File: src/rtl/axi_wr_arbiter_rr.sv
// ---------------------------------------------------------------------------
// axi_wr_arbiter_rr
//
// Round-robin arbiter for the shared AXI write path (AW/W/B). One master at a
// time owns the path for exactly one write transaction, from its AW request
// until the B handshake. A stall watchdog aborts a hung transaction, raises a
// sticky error flag and returns the arbiter to idle. The block only produces
// grant information; the interconnect muxes use it to steer AW/W/B.
//
// Parameters
//   NUM_MASTERS  number of masters (2..16)
//   ID_W         width of grnt_id
//   TIMEOUT      watchdog limit in cycles, 0 disables the watchdog
//
// Ports
//   ACLK         clock, everything on the rising edge
//   ARESET       synchronous active-high reset
//   m_AWVALID    per-master AWVALID, also the request line of each master
//   m_WVALID     per-master WVALID
//   m_WLAST      per-master WLAST
//   m_BREADY     per-master BREADY
//   s_AWREADY    shared slave-side AWREADY
//   s_WREADY     shared slave-side WREADY
//   s_BVALID     shared slave-side BVALID
//   m_wgrnt      one-hot grant, all-zero when nobody owns the path
//   grnt_id      index of the current owner, meaningful while busy
//   busy         a transaction is in progress
//   timeout_err  sticky watchdog flag, cleared only by ARESET
// ---------------------------------------------------------------------------
module axi_wr_arbiter_rr #(
  parameter int NUM_MASTERS = 4,
  parameter int ID_W        = $clog2(NUM_MASTERS),
  parameter int TIMEOUT     = 1024
) (
  input  logic                   ACLK,
  input  logic                   ARESET,
  input  logic [NUM_MASTERS-1:0] m_AWVALID,
  input  logic [NUM_MASTERS-1:0] m_WVALID,
  input  logic [NUM_MASTERS-1:0] m_WLAST,
  input  logic [NUM_MASTERS-1:0] m_BREADY,
  input  logic                   s_AWREADY,
  input  logic                   s_WREADY,
  input  logic                   s_BVALID,
  output logic [NUM_MASTERS-1:0] m_wgrnt,
  output logic [ID_W-1:0]        grnt_id,
  output logic                   busy,
  output logic                   timeout_err
);

  // The watchdog counter only ever has to reach TIMEOUT-1, so log2(TIMEOUT)
  // bits are enough. A one-bit counter is kept when the watchdog is tiny or
  // disabled so that the declarations stay legal.
  localparam int              WD_W     = (TIMEOUT > 1) ? $clog2(TIMEOUT) : 1;
  localparam bit              WD_EN    = (TIMEOUT > 0);
  localparam logic [WD_W-1:0] WD_LIMIT = (TIMEOUT > 0) ? WD_W'(TIMEOUT - 1) : '0;

  typedef enum logic [1:0] {
    ST_IDLE,
    ST_XFER,
    ST_RESP
  } state_t;

  state_t          r_state;
  state_t          w_stateNext;
  logic [ID_W-1:0] r_g;
  logic [ID_W-1:0] w_gNext;
  logic [ID_W-1:0] r_last;
  logic [ID_W-1:0] w_lastNext;
  logic            r_awDone;
  logic            w_awDoneNext;
  logic            r_wDone;
  logic            w_wDoneNext;
  logic [WD_W-1:0] r_wdCnt;
  logic [WD_W-1:0] w_wdCntNext;
  logic            r_timeoutErr;
  logic            w_timeoutErrNext;

  logic            w_anyReq;
  logic [ID_W-1:0] w_pickIdle;
  logic [ID_W-1:0] w_pickResp;
  logic            w_awHs;
  logic            w_wBeat;
  logic            w_wLastHs;
  logic            w_bHs;
  logic            w_ownerHs;
  logic            w_wdExpire;

  // Round-robin search: walk the indices ptr+1, ptr+2, ... wrapping at
  // NUM_MASTERS, and return the first one that is requesting. The pointer
  // itself is visited last, which gives the previous owner lowest priority.
  // The wrap is done by compare-and-reset rather than modulo so that
  // NUM_MASTERS need not be a power of two. If nobody requests the pointer is
  // returned unchanged; callers only use the result when a request exists.
  function automatic logic [ID_W-1:0] rrPick(
    input logic [NUM_MASTERS-1:0] req,
    input logic [ID_W-1:0]        ptr
  );
    logic [ID_W-1:0] cand;
    logic [ID_W-1:0] pick;
    logic            found;
    cand  = ptr;
    pick  = ptr;
    found = 1'b0;
    for (int k = 0; k < NUM_MASTERS; k++) begin
      if (cand == ID_W'(NUM_MASTERS - 1)) begin
        cand = '0;
      end else begin
        cand = cand + ID_W'(1);
      end
      if (!found && req[cand]) begin
        pick  = cand;
        found = 1'b1;
      end
    end
    return pick;
  endfunction

  // Requests are the AWVALID lines only; a W beat without AW is not a
  // request. Two winners are prepared: one from the stored pointer for the
  // idle case, and one from the current owner for the back-to-back handover
  // at the B handshake, where the pointer is about to become the owner.
  assign w_anyReq   = |m_AWVALID;
  assign w_pickIdle = rrPick(m_AWVALID, r_last);
  assign w_pickResp = rrPick(m_AWVALID, r_g);

  // Owner handshakes. Only the owner's lines are looked at, so activity from
  // other masters can never move the flags. AW and W beats are qualified by
  // their done flags: a master that keeps AWVALID high after its AW was taken
  // is already asking for its next transaction, not handshaking this one.
  // Every W beat (not just the last) counts as progress for the watchdog.
  assign w_awHs    = (r_state == ST_XFER) && !r_awDone && m_AWVALID[r_g] && s_AWREADY;
  assign w_wBeat   = (r_state == ST_XFER) && !r_wDone && m_WVALID[r_g] && s_WREADY;
  assign w_wLastHs = w_wBeat && m_WLAST[r_g];
  assign w_bHs     = (r_state == ST_RESP) && s_BVALID && m_BREADY[r_g];
  assign w_ownerHs = w_awHs || w_wBeat || w_bHs;

  // The watchdog trips when the counter has reached its limit and the owner
  // made no progress in this cycle either.
  assign w_wdExpire = WD_EN && (r_wdCnt == WD_LIMIT) && !w_ownerHs;

  // Next-state and next-value logic. The transaction flow is handled in the
  // case statement; the watchdog is applied afterwards so that an expiry
  // overrides whatever the flow would otherwise have done in that cycle.
  always_comb begin
    w_stateNext      = r_state;
    w_gNext          = r_g;
    w_lastNext       = r_last;
    w_awDoneNext     = r_awDone;
    w_wDoneNext      = r_wDone;
    w_wdCntNext      = r_wdCnt;
    w_timeoutErrNext = r_timeoutErr;

    case (r_state)
      ST_IDLE: begin
        w_wdCntNext = '0;
        if (w_anyReq) begin
          w_gNext      = w_pickIdle;
          w_awDoneNext = 1'b0;
          w_wDoneNext  = 1'b0;
          w_stateNext  = ST_XFER;
        end
      end

      ST_XFER: begin
        if (w_awHs) begin
          w_awDoneNext = 1'b1;
        end
        if (w_wLastHs) begin
          w_wDoneNext = 1'b1;
        end
        // AW and the last W beat may finish in either order or together;
        // move on once both are complete, counting this cycle's handshakes.
        if ((r_awDone || w_awHs) && (r_wDone || w_wLastHs)) begin
          w_stateNext = ST_RESP;
        end
      end

      ST_RESP: begin
        if (w_bHs) begin
          w_lastNext = r_g;
          if (w_anyReq) begin
            w_gNext      = w_pickResp;
            w_awDoneNext = 1'b0;
            w_wDoneNext  = 1'b0;
            w_stateNext  = ST_XFER;
          end else begin
            w_stateNext = ST_IDLE;
          end
        end
      end

      default: begin
        w_stateNext = ST_IDLE;
      end
    endcase

    if (r_state != ST_IDLE) begin
      if (w_ownerHs) begin
        w_wdCntNext = '0;
      end else if (w_wdExpire) begin
        // Abandon the hung transaction. The owner is pushed to the back of
        // the round-robin order so a stuck master cannot win again at once.
        w_timeoutErrNext = 1'b1;
        w_stateNext      = ST_IDLE;
        w_lastNext       = r_g;
        w_awDoneNext     = 1'b0;
        w_wDoneNext      = 1'b0;
        w_wdCntNext      = '0;
      end else if (WD_EN) begin
        w_wdCntNext = r_wdCnt + WD_W'(1);
      end
    end
  end

  // State registers. Reset is synchronous and restores every register, so a
  // reset in the middle of a transaction leaves nothing behind. The pointer
  // resets to the highest index so that master 0 has top priority first.
  always_ff @(posedge ACLK) begin
    if (ARESET) begin
      r_state      <= ST_IDLE;
      r_g          <= '0;
      r_last       <= ID_W'(NUM_MASTERS - 1);
      r_awDone     <= 1'b0;
      r_wDone      <= 1'b0;
      r_wdCnt      <= '0;
      r_timeoutErr <= 1'b0;
    end else begin
      r_state      <= w_stateNext;
      r_g          <= w_gNext;
      r_last       <= w_lastNext;
      r_awDone     <= w_awDoneNext;
      r_wDone      <= w_wDoneNext;
      r_wdCnt      <= w_wdCntNext;
      r_timeoutErr <= w_timeoutErrNext;
    end
  end

  // Outputs come straight from registers so the interconnect muxes see a
  // grant that is stable for the whole cycle and glitch-free.
  assign busy        = (r_state != ST_IDLE);
  assign grnt_id     = r_g;
  assign m_wgrnt     = busy ? (NUM_MASTERS'(1) << r_g) : '0;
  assign timeout_err = r_timeoutErr;

endmodule

File: config.mk
export PLATFORM = sky130hd
export DESIGN_NAME = axi_wr_arbiter_rr
export DESIGN_NICKNAME = d
export VERILOG_FILES = /design/src/rtl/axi_wr_arbiter_rr.sv
export SDC_FILE = /design/constraint.sdc
export NUM_CORES = 1
export LEC_CHECK = 0
export ABC_AREA = 1
export CAP_MARGIN = 20
export CORE_UTILIZATION = 48
export DETAILED_ROUTE_END_ITERATION = 8
export PLACE_DENSITY = 0.78
export SLEW_MARGIN = 20
export SYNTH_ARGS = -nofsm -noshare
export SYNTH_HDL_FRONTEND = slang
export SYNTH_SLANG_ARGS = --single-unit
File: constraint.sdc
create_clock -name ACLK -period 1.9 [get_ports ACLK]
set_input_delay 0.57 -clock ACLK [delete_from_list [all_inputs] [get_ports ACLK]]
set_output_delay 0.57 -clock ACLK [all_outputs]
set_load 0.05 [all_outputs]
==> impl_metrics.py <==
metrics = {
    "yosys": {
        "yosys-top-cells-count": "102 x nand2_1, 31 x inv_1, 26 x nor2_1, 24 x nand3_1, 19 x dfxtp_1",
        "synth_mux_area_share_pct": 0,
        "synth-compound-area-share_pct": 11.02,
        "syn_inst": 285,
        "avgSynthCellArea_um2": 5.777,
        "synth_most_common_cell": "nand2_1",
        "synthAdderAreaFrac_pct": 4.559,
        "yosysTopAreaCell": "nand2_1",
        "ys_types": 27,
        "synth.yosys.seq_area_share_pct": 23.10,
        "yosys.area_share.simple_pct": 49.54,
        "synth_area_leaders": "nand2_1 23%, dfxtp_1 23%, nand3_1 7.3%, inv_1 7.1%, nor2_1 5.9%",
        "synthesis.nets": 312,
        "yosys.area.top_type_share_pct": 23.25,
        "synthXorXnorAreaFrac_pct": 2.128,
        "synthArstFlopShare_pct": 0,
        "synth_edf_count": 0,
        "ys.flop_type": "dfxtp_1",
        "synth_top_family_by_area": "simple AND/OR/NAND/NOR gates",
        "syn-cell-area_mm2": 0.001647,
        "yosys_warnings": 0,
        "synth_seq_cells": 19,
    },
    "min_path": {
        "hp-class": "register to register",
    },
    "sta": {
        "fin_crit_sh_pct": 100.5,
        "setup_slack_ns": -0.009269,
        "clock_skew_ns": 0.001831,
        "setup_viol": 3,
        "relSlewSlack_pct": 81.31,
        "tightest_slew_ns": 0.2774,
        "fmaxAchievable_mhz": 523.8,
        "hold_violations": 0,
        "slew_violations": 0,
        "rsz0062_at_grt": "true",
        "fin_tns_setup_ns": -0.01636,
        "min_period_ns": 1.909,
    },
    "clock_tree": {
        "cts_max_path_buffers": 2,
        "clk_latency_ns": 0.30,
        "clk_pin_slew_ns": 0.11,
        "cts_inserted_buffers": 3,
        "cts_tree": "built",
        "hold_buffers": 0,
        "htreeDepth": 1,
        "cts_num_sinks": 19,
        "cts-root-buf": "clkbuf_4",
    },
    "layout": {
        "instances_no_fill": 395,
        "filler_cell_count": 254,
        "nets": 379,
        "fin_area_mm2": 0.002492,
        "drive_gt1_share_pct": 29.91,
        "antennaDiodeCount": 0,
        "syn2layout_area_growth_pct": 51.37,
    },
    "floorplanning": {
        "rows": 20,
        "die_area_mm2": 0.003669,
        "io_pins": 29,
        "dieWidth_um": 60.57,
        "die_h_um": 60.57,
        "start_util_pct": 52.22,
        "coreArea_mm2": 0.003153,
    },
    "power_and_ir_drop": {
        "power_density_mw_per_mm2": 522.9,
        "leakage_uw": 0.001199,
        "ir_drop_uv": 349.4,
        "power_uw": 1303,
    },
    "setup_path": {
        "crit_path_top_delay_cell": "dfxtp_4",
        "crit_type": "register to primary output",
        "required_ns": 1.33,
        "path_max_fanout": 5,
        "critPathCaptureType": "primary output",
        "critPathBufInv": 4,
        "startpoint_type": "register",
        "cpPeakStageDelay_ns": 0.39,
        "worstPathCellList": "inv_4, buf_6, ha_4, inv_2, nor2_2, buf_12",
        "cpLargestDelayFamily": "flip-flops",
        "worst_ep_arrival_time_ns": 1.34,
    },
    "routing": {
        "wl_per_cell_um": 13.57,
        "drc": 0,
        "ant_nets": 0,
        "dr_total_vias": 2148,
        "viasPerCell": 5.438,
        "firstDrtPassIters": 5,
        "dr.first_iter.drc_count": 204,
        "wl_um": 5362,
    },
    "grt": {
        "grt_first_pass_wirelength_um": 7113,
        "grtUsageTotal_pct": 24.97,
        "grt_overflow": 0,
        "antenna_found_initial": 0,
        "grt_max_degree": 12,
        "grt_pass1_vias": 1799,
    },
    "place": {
        "dpl_cell_area_mm2": 0.002221,
        "hpwl_um": 3456,
        "dp_cells": 381,
        "dp_slack_ns": -0.3824,
        "port_buffers": 28,
        "finalWeightedCongestion": 0.9263,
    },
    "run": {
        "cap_viol_max_count": 0,
    },
    "outcome": {
        "violations": "setup timing",
        "status": "complete, but fails checks",
    },
}
per-layer routing:
layer	GRT usage [%]	share of wire, %
met1	30.87	42
met2	47.25	51
met3	2.132	4.2
met4	4.545	2.8
met5	0	0
cell usage in the layout, fill, tap and decap left out, types with 4 or more instances in the layout:
cell type / netlist / routed
dfxtp_2: 0 / 4
nand3_1: 24 / 22
nand3_2: 3 / 5
nor2_4: 1 / 6
buf_4: 1 / 36
nand2_1: 102 / 98
inv_1: 31 / 27
inv_2: 5 / 7
ha_4: 0 / 4
dfxtp_1: 19 / 13
buf_12: 0 / 5
nand4_1: 5 / 5
nor3b_1: 4 / 4
nor2_1: 26 / 19
o21ai_2: 0 / 5
dlymetal6s2s_1: 0 / 4
a21oi_1: 11 / 10
clkdlybuf4s50_1: 0 / 16
o21ai_0: 16 / 11
nand2_2: 6 / 10
nor2_2: 4 / 6
o21ai_1: 4 / 4
nor3_1: 4 / 4
worst paths after layout:
path	from	endpoint	slack (ns)	depth (start not counted)
max	grnt_id[1]	m_wgrnt[1]	-0.009	6
min	r_wdCnt[0]	r_wdCnt[0]	0.45	1
min reg2reg	r_wdCnt[0]	r_wdCnt[0]	0.45	1
max reg2reg	grnt_id[0]	grnt_id[1]	0.03	11
state kept, by name (all words and copies together) (netlist names):
register,flops
r_state,2
r_wdCnt,10
grnt_id,2
timeout_err,1
r_awDone,1
r_last,2
r_wDone,1
what timing repair did:
action | 4_1_cts | 5_1_grt
endpoints found under the setup margin | 19 | 22
buffers inserted | 2 | 8
pin swaps | 2 | 9
resized for setup | 11 | 43
stage by stage:
| stage | utilization, % | hold slack [ns] |
|---|---|---|
| after floorplan | - | 0.4331 |
| after global routing | 79.05 | 0.4658 |
| final | 79.05 | 0.4515 |
| after detailed placement | 70.44 | 0.4479 |
| after CTS | 72.74 | 0.4655 |
| after global placement | 70.44 | 0.4433 |
cell type report:
type,instances,area [µm²],area share (%)
Multi-Input combinational cell,227,1247,50.05
Timing Repair Buffer,65,629.4,25.25
Sequential cell,19,392.9,15.76
Inverter,36,140.1,5.622
Tap cell,44,55.05,2.209
Clock buffer,3,22.52,0.9036
Clock inverter,1,5.005,0.2008
logic make-up after synthesis:
group / after synthesis
AOI/OAI and AO/OA: 35
xor gates and xnor gates: 4
adders and majority gates: 6
buffers and inverters: 39
DFF: 19
and+or+nand+nor: 182
report_power, final:
part	switching (µW)	internal, µW	total, µW
clock network	135	78.6	214
logic	379	285	665
registers	15.5	410	425
total	530	773	1300
No activity file was read; power rests on OpenSTA's default activity.
